<file path="config.mk">
export PLATFORM = sky130hd
export DESIGN_NAME = free_list_ckpt_flat
export DESIGN_NICKNAME = d
export VERILOG_FILES = /design/src/rtl/core_pkg.sv /design/src/rtl/free_list_ckpt_if.sv /design/src/rtl/prio_pick_n.sv /design/src/rtl/free_list_ckpt.sv /design/src/flat_wrapper.sv
export SDC_FILE = /design/constraint.sdc
export NUM_CORES = 1
export LEC_CHECK = 0
export ABC_AREA = 1
export CORE_AREA = 3 3 205 287
export CTS_CLUSTER_SIZE = 24
export DETAILED_ROUTE_END_ITERATION = 8
export DIE_AREA = 0 0 208 290
export GPL_TIMING_DRIVEN = 0
export MAX_ROUTING_LAYER = met4
export SYNTH_ARGS = -nofsm -noshare
export SYNTH_HDL_FRONTEND = slang
export SYNTH_HIERARCHICAL = 1
export SYNTH_SLANG_ARGS = --single-unit
</file>
<file path="constraint.sdc">
create_clock -name clk -period 6.7 [get_ports clk]
set_input_delay 1.34 -clock clk [delete_from_list [all_inputs] [get_ports clk]]
set_output_delay 1.34 -clock clk [all_outputs]
set_load 0.05 [all_outputs]
</file>
<file path="src/rtl/core_pkg.sv">
// Shared constants and tag types for the rename/free-list slice.
package core_pkg;
  localparam int PREGS      = 48;
  localparam int ARCH_REGS  = 32;
  localparam int CKPT_DEPTH = 4;
  localparam int PTAG_W     = $clog2(PREGS);
  localparam int CKPT_W     = $clog2(CKPT_DEPTH);

  typedef logic [PTAG_W-1:0] ptag_t;
  typedef logic [CKPT_W-1:0] ckpt_id_t;
endpackage

</file>
<file path="src/rtl/free_list_ckpt_if.sv">
// Rename/commit/branch-unit handshake bundle for free_list_ckpt.
// dbl_free_err is present only when FREE_LIST_DBL_FREE_CHECK_EN is defined.
interface free_list_ckpt_if
  import core_pkg::*;
#(
  parameter int PHYS_REGS   = core_pkg::PREGS,
  parameter int ALLOC_PORTS = 2,
  parameter int FREE_PORTS  = 2,
  parameter int CKPT_DEPTH  = core_pkg::CKPT_DEPTH
);
  localparam int TAG_W = $clog2(PHYS_REGS);
  localparam int ID_W  = $clog2(CKPT_DEPTH);
  localparam int CNT_W = $clog2(PHYS_REGS + 1);

  logic [ALLOC_PORTS-1:0]            alloc_en;
  logic [ALLOC_PORTS-1:0][TAG_W-1:0] alloc_phys;
  logic [ALLOC_PORTS-1:0]            alloc_valid;
  logic [FREE_PORTS-1:0]             free_en;
  logic [FREE_PORTS-1:0][TAG_W-1:0]  free_phys;
  logic [CNT_W-1:0]                  free_count;
  logic                              ckpt_take;
  logic                              ckpt_ready;
  logic [ID_W-1:0]                   ckpt_id;
  logic                              ckpt_release;
  logic                              ckpt_restore;
  logic [ID_W-1:0]                   ckpt_restore_id;
`ifdef FREE_LIST_DBL_FREE_CHECK_EN
  logic                              dbl_free_err;
`endif

  modport master (
    output alloc_en, free_en, free_phys, ckpt_take, ckpt_release,
           ckpt_restore, ckpt_restore_id,
`ifdef FREE_LIST_DBL_FREE_CHECK_EN
    input  dbl_free_err,
`endif
    input  alloc_phys, alloc_valid, free_count, ckpt_ready, ckpt_id
  );

  modport slave (
    input  alloc_en, free_en, free_phys, ckpt_take, ckpt_release,
           ckpt_restore, ckpt_restore_id,
`ifdef FREE_LIST_DBL_FREE_CHECK_EN
    output dbl_free_err,
`endif
    output alloc_phys, alloc_valid, free_count, ckpt_ready, ckpt_id
  );
endinterface

</file>
<file path="src/rtl/prio_pick_n.sv">
// Finds the N lowest set bits of a mask; stage n reports the n-th lowest.
module prio_pick_n #(
  parameter int W  = 48,
  parameter int N  = 2,
  parameter int IW = $clog2(W)
) (
  input  logic [W-1:0]         mask,
  output logic [N-1:0][IW-1:0] idx,
  output logic [N-1:0]         valid
);
  logic [W-1:0] rem;

  always_comb begin
    rem   = mask;
    idx   = '0;
    valid = '0;
    for (int n = 0; n < N; n++) begin
      valid[n] = |rem;
      // scanning downward leaves the lowest set bit as the final assignment
      for (int i = W - 1; i >= 0; i--) begin
        if (rem[i]) idx[n] = IW'(i);
      end
      rem = rem & (rem - W'(1));
    end
  end
endmodule

</file>
<file path="src/rtl/free_list_ckpt.sv">
// Physical-register free list with branch checkpoints for single-cycle mispredict recovery.
// Optional sticky double-free detector enabled by FREE_LIST_DBL_FREE_CHECK_EN.
module free_list_ckpt
  import core_pkg::*;
#(
  parameter int PHYS_REGS   = core_pkg::PREGS,
  parameter int ARCH_REGS   = core_pkg::ARCH_REGS,
  parameter int ALLOC_PORTS = 2,
  parameter int FREE_PORTS  = 2,
  parameter int CKPT_DEPTH  = core_pkg::CKPT_DEPTH
) (
  input logic             clk,
  input logic             reset_n,
  free_list_ckpt_if.slave bus
);
  localparam int TAG_W = $clog2(PHYS_REGS);
  localparam int ID_W  = $clog2(CKPT_DEPTH);
  localparam int CNT_W = $clog2(PHYS_REGS + 1);
  localparam logic [ID_W:0]   CKPT_FULL = (ID_W + 1)'(CKPT_DEPTH);
  localparam logic [ID_W:0]   CNT_ONE   = (ID_W + 1)'(1);
  localparam logic [ID_W-1:0] ID_ONE    = ID_W'(1);

  logic [PHYS_REGS-1:0]                 free_mask_reg, free_mask_next;
  logic [CKPT_DEPTH-1:0][PHYS_REGS-1:0] since_reg, since_next;
  logic [ID_W-1:0]                      head_reg, head_next;
  logic [ID_W-1:0]                      tail_reg, tail_next;
  logic [ID_W:0]                        count_reg, count_next;

  logic [PHYS_REGS-1:0]                 reset_mask;
  logic [PHYS_REGS-1:0]                 alloc_bits, free_bits;
  logic [ALLOC_PORTS-1:0][TAG_W-1:0]    offer_idx;
  logic [ALLOC_PORTS-1:0]               offer_valid;
  logic [CKPT_DEPTH-1:0]                live;
  logic [ID_W-1:0]                      keep_cnt;
  logic [CNT_W-1:0]                     pop_cnt;
  logic                                 take_ok, rel_ok;

  genvar gi;
  generate
    for (gi = 0; gi < PHYS_REGS; gi++) begin : g_rst
      assign reset_mask[gi] = (gi >= ARCH_REGS);
    end
    // a slot is live when its distance from head is below the occupancy
    for (gi = 0; gi < CKPT_DEPTH; gi++) begin : g_live
      logic [ID_W-1:0] offset;
      assign offset   = ID_W'(gi) - head_reg;
      assign live[gi] = ({1'b0, offset} < count_reg);
    end
  endgenerate

  prio_pick_n #(.W(PHYS_REGS), .N(ALLOC_PORTS), .IW(TAG_W)) u_pick (
    .mask  (free_mask_reg),
    .idx   (offer_idx),
    .valid (offer_valid)
  );

  always_comb begin
    pop_cnt = '0;
    for (int i = 0; i < PHYS_REGS; i++) pop_cnt = pop_cnt + CNT_W'(free_mask_reg[i]);
  end

  assign bus.alloc_phys  = offer_idx;
  assign bus.alloc_valid = offer_valid;
  assign bus.free_count  = pop_cnt;
  assign bus.ckpt_ready  = (count_reg != CKPT_FULL);
  assign bus.ckpt_id     = tail_reg;

  always_comb begin
    alloc_bits = '0;
    for (int a = 0; a < ALLOC_PORTS; a++) begin
      if (bus.alloc_en[a] && offer_valid[a]) alloc_bits[offer_idx[a]] = 1'b1;
    end
    free_bits = '0;
    for (int j = 0; j < FREE_PORTS; j++) begin
      if (bus.free_en[j]) free_bits[bus.free_phys[j]] = 1'b1;
    end
  end

  // slots older than the restore target survive
  assign keep_cnt = bus.ckpt_restore_id - head_reg;
  assign take_ok  = bus.ckpt_take && (count_reg != CKPT_FULL) && !bus.ckpt_restore;

  always_comb begin
    free_mask_next = free_mask_reg | free_bits;
    since_next     = since_reg;
    head_next      = head_reg;
    tail_next      = tail_reg;
    count_next     = count_reg;
    rel_ok         = 1'b0;
    if (bus.ckpt_restore) begin
      free_mask_next = free_mask_next | since_reg[bus.ckpt_restore_id];
      tail_next      = bus.ckpt_restore_id;
      count_next     = {1'b0, keep_cnt};
      rel_ok         = bus.ckpt_release && (keep_cnt != '0);
    end else begin
      free_mask_next = free_mask_next & ~alloc_bits;
      for (int s = 0; s < CKPT_DEPTH; s++) begin
        if (live[s]) since_next[s] = since_next[s] | alloc_bits;
      end
      // the new slot is cleared after the OR so same-cycle allocs stay out of it
      if (take_ok) begin
        since_next[tail_reg] = '0;
        tail_next            = tail_reg + ID_ONE;
        count_next           = count_reg + CNT_ONE;
      end
      rel_ok = bus.ckpt_release && (count_reg != '0);
    end
    if (rel_ok) begin
      head_next  = head_reg + ID_ONE;
      count_next = count_next - CNT_ONE;
    end
  end

  always_ff @(posedge clk or negedge reset_n) begin
    if (!reset_n) begin
      free_mask_reg <= reset_mask;
      since_reg     <= '0;
      head_reg      <= '0;
      tail_reg      <= '0;
      count_reg     <= '0;
    end else begin
      free_mask_reg <= free_mask_next;
      since_reg     <= since_next;
      head_reg      <= head_next;
      tail_reg      <= tail_next;
      count_reg     <= count_next;
    end
  end

`ifdef FREE_LIST_DBL_FREE_CHECK_EN
  logic dbl_hit;
  logic dbl_err_reg;

  always_comb begin
    dbl_hit = 1'b0;
    for (int j = 0; j < FREE_PORTS; j++) begin
      if (bus.free_en[j]) begin
        if (free_mask_reg[bus.free_phys[j]]) dbl_hit = 1'b1;
        for (int k = 0; k < j; k++) begin
          if (bus.free_en[k] && (bus.free_phys[k] == bus.free_phys[j])) dbl_hit = 1'b1;
        end
      end
    end
  end

  always_ff @(posedge clk or negedge reset_n) begin
    if (!reset_n) dbl_err_reg <= 1'b0;
    else          dbl_err_reg <= dbl_err_reg | dbl_hit;
  end

  assign bus.dbl_free_err = dbl_err_reg;
`endif
endmodule

</file>
<file path="src/flat_wrapper.sv">
// flat-port wrapper written by rule: the top's interface ports become plain ports
module free_list_ckpt_flat import core_pkg::*;
#(
  parameter int PHYS_REGS   = core_pkg::PREGS,
  parameter int ARCH_REGS   = core_pkg::ARCH_REGS,
  parameter int ALLOC_PORTS = 2,
  parameter int FREE_PORTS  = 2,
  parameter int CKPT_DEPTH  = core_pkg::CKPT_DEPTH
)
  (clk, reset_n, bus_alloc_en, bus_free_en, bus_free_phys, bus_ckpt_take, bus_ckpt_release, bus_ckpt_restore, bus_ckpt_restore_id, bus_alloc_phys, bus_alloc_valid, bus_free_count, bus_ckpt_ready, bus_ckpt_id);
  free_list_ckpt_if #(.PHYS_REGS(PHYS_REGS), .ALLOC_PORTS(ALLOC_PORTS), .FREE_PORTS(FREE_PORTS), .CKPT_DEPTH(CKPT_DEPTH)) bus_i ();
  input logic clk;
  input logic reset_n;
  input wire logic [$bits(bus_i.alloc_en)-1:0] bus_alloc_en;
  input wire logic [$bits(bus_i.free_en)-1:0] bus_free_en;
  input wire logic [$bits(bus_i.free_phys)-1:0] bus_free_phys;
  input wire logic [$bits(bus_i.ckpt_take)-1:0] bus_ckpt_take;
  input wire logic [$bits(bus_i.ckpt_release)-1:0] bus_ckpt_release;
  input wire logic [$bits(bus_i.ckpt_restore)-1:0] bus_ckpt_restore;
  input wire logic [$bits(bus_i.ckpt_restore_id)-1:0] bus_ckpt_restore_id;
  output wire logic [$bits(bus_i.alloc_phys)-1:0] bus_alloc_phys;
  output wire logic [$bits(bus_i.alloc_valid)-1:0] bus_alloc_valid;
  output wire logic [$bits(bus_i.free_count)-1:0] bus_free_count;
  output wire logic [$bits(bus_i.ckpt_ready)-1:0] bus_ckpt_ready;
  output wire logic [$bits(bus_i.ckpt_id)-1:0] bus_ckpt_id;
  assign bus_i.alloc_en = bus_alloc_en;
  assign bus_i.free_en = bus_free_en;
  assign bus_i.free_phys = bus_free_phys;
  assign bus_i.ckpt_take = bus_ckpt_take;
  assign bus_i.ckpt_release = bus_ckpt_release;
  assign bus_i.ckpt_restore = bus_ckpt_restore;
  assign bus_i.ckpt_restore_id = bus_ckpt_restore_id;
  assign bus_alloc_phys = bus_i.alloc_phys;
  assign bus_alloc_valid = bus_i.alloc_valid;
  assign bus_free_count = bus_i.free_count;
  assign bus_ckpt_ready = bus_i.ckpt_ready;
  assign bus_ckpt_id = bus_i.ckpt_id;
  free_list_ckpt #(.PHYS_REGS(PHYS_REGS), .ARCH_REGS(ARCH_REGS), .ALLOC_PORTS(ALLOC_PORTS), .FREE_PORTS(FREE_PORTS), .CKPT_DEPTH(CKPT_DEPTH)) u_core (.clk(clk), .reset_n(reset_n), .bus(bus_i));
endmodule
</file>
==> results.md, run 1 <==
- Hold buffers post-CTS: 0
- Period utilisation layout: 107%
- CTS sink cnt: 247
- H-tree depth: 1
- DR DRC count: 0
- Main synth FF type: dfrtp_1
- Sequential-to-total area share from yosys stat: 36.9%
- Dominant cell by count in the synthesized netlist: nand2_1
- Post-synth EDFFs: 0
- Area grow syn2layout: 14.4%
- Critical path class: reg -> out
- Dpl cells: 3219
- Skew final: 0.0204 ns
- Share of layout cells above drive strength 1: 9.01%
- Share of the synthesized area in the top cell type: 34.4%
- Initial antenna violation count: 0
- Antenna cells: 0
- Final #Nets: 2610
- Seq cells post-synth: 247
- Largest net degree at the start of global routing: 98
- Max-slew headroom: 5.98%
- Crit. End Element: output port
- I/O Pins: 46
- Critical-path top delay cell: fa_2
- Placed inst area: 18200 sq um
- Num CTS Buffers: 26
- # setup viols final: 5
- Crit-path cells: inv_2 -> fa_1 -> inv_2 -> fa_1 -> inv_1 -> fa_2 -> fa_1 -> fa_1 -> fa_1 -> fa_1 -> inv_1 -> ha_2 -> fa_2 -> nand3_2 -> nand2_2 -> xor2_2 -> buf_6
- Post-synthesis cell count: 2440
- DRT antenna net count: 0
- Fin area: 19200 sq um
- Syn Nets: 2524
- Number of fill cells: 6199
- Core Util, Final: 34.1%
- Initial core utilization: 29.8%
- Fmax: 140 MHz
- Peak VDD IR: 460 uV
- Worst r2r src: u_core/free_mask_reg[5]
- Die area: 60300 sq um
- DIE WIDTH: 208 um
- Mapped cell area: 16800 sq um
- Core Region: 56400 sq um
- Top post-synthesis cells by count: 563 x nand2_1, 428 x inv_1, 355 x a21oi_1
- Final Hold Viols: 0
- Warnings from Yosys: 6
- First-pass GRT wire length: 98800 um
- Count of pins over their slew limit: 0
- Global-route usage over all layers: 21.8%
- Async S/R FF share, synth: 100%
- FP Rows: 103
- Final HPWL DP: 51500 um
- Routed WL per cell: 20.2 um
- Critical Path End: bus_free_count[4]
- Worst Max-Slew Pin Slew: 1.40 ns
- Failing checks: setup timing
- Clock Tree Root: clkbuf_16
- Number of global-route vias before repair: 16.4k
- Worst Path Arrival: 5.82 ns
- Pwr Density: 338 nW/um^2
- Die Ht: 290 um
- Crit-path most repeated cell: fa_1
- Routed vias: 16.8k
- Critical Path Source Type: register
- Max FFs per register: 192
- Grt total ovfl: 0
- RSZ-0062 raised after global routing: true
- Area contributors post-synth: dfrtp_1 34%, nand2_1 13%, a21oi_1 11%
- Final Critical Period: 7.16 ns
- Final WL: 66100 um
- Max stage delay on crit path: 0.60 ns
- Worst-path clk slew: 0.06 ns
- DP Worst Slack: -0.801 ns
- Vias per cell: 5.12
- HP Class: reg -> reg
- Setup TNS: -1.71 ns
- Non-filler cells, final: 3277
- CP Max Fanout: 2
- Reg2reg path depth: 60
- First-pass detailed-route iteration total: 6
- Mean Syn Cell Area: 6.89 sq um
- Worst-skew pair later-pin latency: 0.56 ns
- TritonCTS clock tree: yes
- R2r setup slk: 0.99 ns
- Critical Path RT: 5.36 ns
- Placer congestion estimate: 1.05
- Clk buf depth: 3
- Worst setup margin: -0.458 ns
- Reg-to-reg endpoint: u_core/since_reg[106]
- Leak pwr: 0.00897 uW
- Port Buffer Count: 42
- Outcome: finished with violations
- Initial DRC count: 1700
- Worst Setup SP: u_core/free_mask_reg[35]
- Area leader, netlist: dfrtp_1
- Max Cap Viol: 0
- Post-synth cell types: 38
-- critical path, delay by kind of cell, from the launching register on --
| family | cells | cell delay (ns) |
|---|---|---|
| adders and majority gates | 9 | 4.07 |
| DFF | 1 | 0.55 |
| buffers and inverters | 5 | 0.34 |
| and+or+nand+nor | 2 | 0.16 |
| xor gates and xnor gates | 1 | 0.14 |
-- how the worst min path moves through the flow --
stage | startpoint | endpoint | slack [ns] | cells past startpoint
after CTS | u_core/since_reg[165] | u_core/since_reg[165] | 0.51 | 2
after detailed placement | u_core/since_reg[165] | u_core/since_reg[165] | 0.50 | 2
after global routing | u_core/since_reg[165] | u_core/since_reg[165] | 0.53 | 2
after global placement | u_core/since_reg[176] | u_core/since_reg[176] | 0.50 | 2
final | u_core/since_reg[10] | u_core/since_reg[10] | 0.51 | 2
after floorplan | u_core/since_reg[103] | u_core/since_reg[103] | 0.49 | 2
-- what timing repair did --
item,4_1_cts,5_1_grt
gates cloned,0,0
setup endpoints to repair,7,10
gates resized for setup,61,27
pin swaps,3,4
buffers inserted,5,9
-- cells by family (layout without fill, tap and decap cells) --
family / Yosys count / after routing / share of synthesized area, %
xor gates and xnor gates: 6 / 6 / 0.312
DFF: 247 / 247 / 36.9
AOI/OAI and AO/OA: 538 / 538 / 16.8
adders and majority gates: 61 / 61 / 6.28
buffers and inverters: 538 / 640 / 12.8
and+or+nand+nor: 1050 / 1050 / 27.0
-- routing by layer --
| metal | global-route usage, % | wire [um] | vias to the layer above |
|---|---|---|---|
| li1 | - | - | 7910 |
| met1 | 25.1 | 25400 | 7943 |
| met2 | 36.4 | 31900 | 690 |
| met3 | 2.43 | 3750 | 237 |
| met4 | 13.6 | 4980 | 0 |
| met5 | - | 0 | - |
-- placed cells by master, fill, tap and decap left out, types with 6 or more instances in the layout --
master and n:
nor2_2 19, dfstp_2 16, o21bai_1 6, nor3_2 11, nor2_1 163, dfrtp_1 222, dfrtp_2 9, nand2_2 11
clkbuf_16 27, a21oi_1 353, clkdlybuf4s50_1 33, a21boi_0 6, buf_6 7, fa_1 36, a31oi_1 6, o211ai_1 18
o21ai_0 124, ha_1 20, buf_4 33, nand3_1 251, buf_1 8, clkbuf_1 45, o31ai_1 8, nor2_4 8
inv_1 421, inv_2 11, nand2_1 560, nor3_1 12, buf_2 41
-- where the power goes --
group	switching, uW	total, uW	leakage, uW	internal, uW
Sequential	146	1920	0.00313	1780
Clock	620	1400	0.000387	784
Combinational	2190	3170	0.00545	985
Total	2950	6500	0.00897	3550
-- stage by stage --
| step | power, uW | hold slack (ns) |
|---|---|---|
| 4_1_cts | 6390 | 0.513 |
| 5_1_grt | 6830 | 0.525 |
| 6_report | 6500 | 0.513 |
| 2_1_floorplan | 3870 | 0.490 |
| 3_3_place_gp | 4850 | 0.499 |
| 3_5_place_dp | 4880 | 0.505 |
-- area by class of cell --
type | count | area [sq um] | area share [%]
Inverter | 432 | 1620 | 8.43
Timing Repair Buffer | 58 | 604 | 3.14
Sequential cell | 247 | 6210 | 32.3
Clock inverter | 8 | 71.3 | 0.371
Buffer | 106 | 524 | 2.73
Clock buffer | 36 | 719 | 3.74
Tap cell | 735 | 920 | 4.78
Multi-Input combinational cell | 1655 | 8560 | 44.5
Note: power is estimated with default switching activity, not from simulation.
==> run 2: changes to the inputs <==
--- a/constraint.sdc
+++ b/constraint.sdc
@@ -3,2 +3,2 @@
 set_output_delay 1.34 -clock clk [all_outputs]
-set_load 0.05 [all_outputs]
+set_load 0.01 [all_outputs]
==> run 2 against run 1 <==
The flow still finishes with violations (setup timing). Non-clock buffer count shrank 1. Count of clock-buffer cells in the layout rose by 1. Clock skew rose by 0.0059 ns. Register-to-register slack improved by 0.07 ns. Die area unchanged. Sequential power barely moved. Hold slack worse by 0.0012 ns. Flip-flop and latch count is the same. Core utilization increased by 0.15 points. Critical path type unchanged. Largest cell class unchanged.
==> results.md, run 2 (synthesis gave the netlist of run 1 again) <==
- Outcome: finished with violations
- Failing checks: setup timing
- Max Cap Viol: 0
- R2r setup slk: 1.06 ns
- Worst Max-Slew Pin Slew: 1.45 ns
- Routed length on met2: 33500 um
- Worst Path Arrival: 5.77 ns
- DR DRC count: 0
- Routed vias: 17.0k
- DRT antenna net count: 0
- Commonest non-fill, non-tap cell in the layout: nand2_1
- Global-route usage over all layers: 23.0%
- Met3 Wirelength: 4480 um
- Crit. End Element: output port
- HP Start: u_core/since_reg[29]
- HP Class: reg -> reg
- Die Ht: 290 um
- Max stage delay on crit path: 0.61 ns
- Fin area: 19300 sq um
- Final HPWL DP: 53600 um
- Final #Nets: 2610
- Final Hold Viols: 0
- Share of layout cells above drive strength 1: 9.34%
- Worst-path clk slew: 0.07 ns
- Placed inst area: 18200 sq um
- Largest net degree at the start of global routing: 89
- Period utilisation layout: 106%
- Top sig layer: met4
- Die area: 60300 sq um
- Max FFs per register: 192
- Crit path buf inv count: 5
- Clock Tree Root: clkbuf_16
- Antenna cells: 0
- Routed WL per cell: 21.3 um
- Final Critical Period: 7.11 ns
- Hold buffers post-CTS: 0
- Critical Path RT: 5.36 ns
- TritonCTS clock tree: yes
- Crit-path cells: inv_2 -> fa_1 -> inv_1 -> fa_1 -> inv_2 -> fa_2 -> fa_2 -> fa_1 -> fa_2 -> fa_1 -> inv_1 -> ha_2 -> fa_2 -> nand3_2 -> nand2_2 -> xor2_1 -> buf_2
- Port Buffer Count: 42
- Pwr Density: 319 nW/um^2
- H-tree depth: 1
- Placer congestion estimate: 1.01
- Initial antenna violation count: 0
- First-pass GRT wire length: 103000 um
- Initial core utilization: 29.8%
- Critical-path top delay cell: fa_2
- Initial DRC count: 1779
- Worst setup margin: -0.408 ns
- Hold Path End: u_core/since_reg[29]
- Critical path depth in cells: 17
- Number of global-route vias before repair: 16.8k
- Clk buf depth: 3
- Setup TNS: -1.45 ns
- Vias per cell: 5.18
- Fmax: 141 MHz
- Core Region: 56400 sq um
- Num CTS Buffers: 27
- Leak pwr: 0.00899 uW
- Reg2reg path depth: 56
- Most frequent cells in the layout: 559 x nand2_1, 422 x inv_1, 354 x a21oi_1, 251 x nand3_1, 222 x dfrtp_1
- Worst-skew pair later-pin latency: 0.57 ns
- Max-slew headroom: 2.80%
- Met1 WL: 26200 um
- FP Rows: 103
- # setup viols final: 5
- CP delay by family, top: adder cells
- CTS sink cnt: 247
- Hold Crit Depth: 2
- Worst Setup SP: u_core/free_mask_reg[35]
- Count of pins over their slew limit: 0
- RSZ-0062 raised after global routing: true
- Number of fill cells: 6240
- CP Max Fanout: 2
- DIE WIDTH: 208 um
- Final hold slack: 0.512 ns
- First-pass detailed-route iteration total: 5
- Skew final: 0.0263 ns
- Area grow syn2layout: 14.9%
- Reg-to-reg endpoint: u_core/since_reg[106]
- Grt total ovfl: 0
- Worst r2r src: u_core/free_mask_reg[0]
- Peak VDD IR: 276 uV
- I/O Pins: 46
- Critical Path Source Type: register
- Critical path class: reg -> out
- Final WL: 70000 um
[run 2: cell types whose count changed in the layout (fill, tap and decap cells not counted), sizes merged]
cell / delta
buf: -3
clkinvlp: +3
clkbuf: +2
inv: +2
bufinv: +1
clkdlybuf4s50: +1
clkinv: -1
[run 2: stage by stage]
stage / util, % / power (uW) / setup slack, ns / instances
5_1_grt: 34.2 / 6460 / -0.558 / 3282
2_1_floorplan: - / 3450 / 0.330 / 2440
3_5_place_dp: 32.3 / 4540 / -0.474 / 3219
6_report: 34.2 / 6160 / -0.408 / 3282
4_1_cts: 34.1 / 6120 / -0.479 / 3278
3_3_place_gp: 32.2 / 4510 / -6.91 / 3217
[run 2: power breakdown]
part / internal [uW] / switching (uW)
combinational: 823 / 1850
sequential: 1780 / 138
clock: 901 / 672
[run 2: cell type report]
cell class	count	area (sq um)	share of cell area, %
well taps	735	920	4.76
inverters	432	1620	8.39
repair buffers	57	557	2.88
flip-flops and latches	247	6210	32.2
clock buffers	37	783	4.05
plain buffers	106	524	2.71
multi-input cells	1655	8560	44.3
clock inverters	13	143	0.738
[run 2: worst max-delay path by stage]
| stage | endpoint |
|---|---|
| detailed placement | bus_free_count[4] |
| CTS | bus_free_count[4] |
| finish | bus_free_count[4] |
| floorplan | bus_free_count[4] |
| global route | bus_free_count[4] |
| global placement | u_core/since_reg[132] |
[run 2: worst register-to-register path: cells and delay by family (launching register included)]
| family | cells | cell delay (ns) |
|---|---|---|
| AOI/OAI and AO/OA | 2 | 0.38 |
| buffers and inverters | 2 | 0.29 |
| DFF | 1 | 0.42 |
| and+or+nand+nor | 52 | 4.47 |
[run 2: metal layers]
metal | GRT usage (%) | up-vias
met5 | - | -
met4 | 15.5 | 0
met3 | 2.69 | 289
met2 | 38.3 | 728
met1 | 25.9 | 8068
li1 | - | 7916
[run 2: repair_timing]
action                     CTS  global route
pin swaps                    8            16
buffers inserted             9             4
gates resized for setup     40            23
setup endpoints to repair    6             8
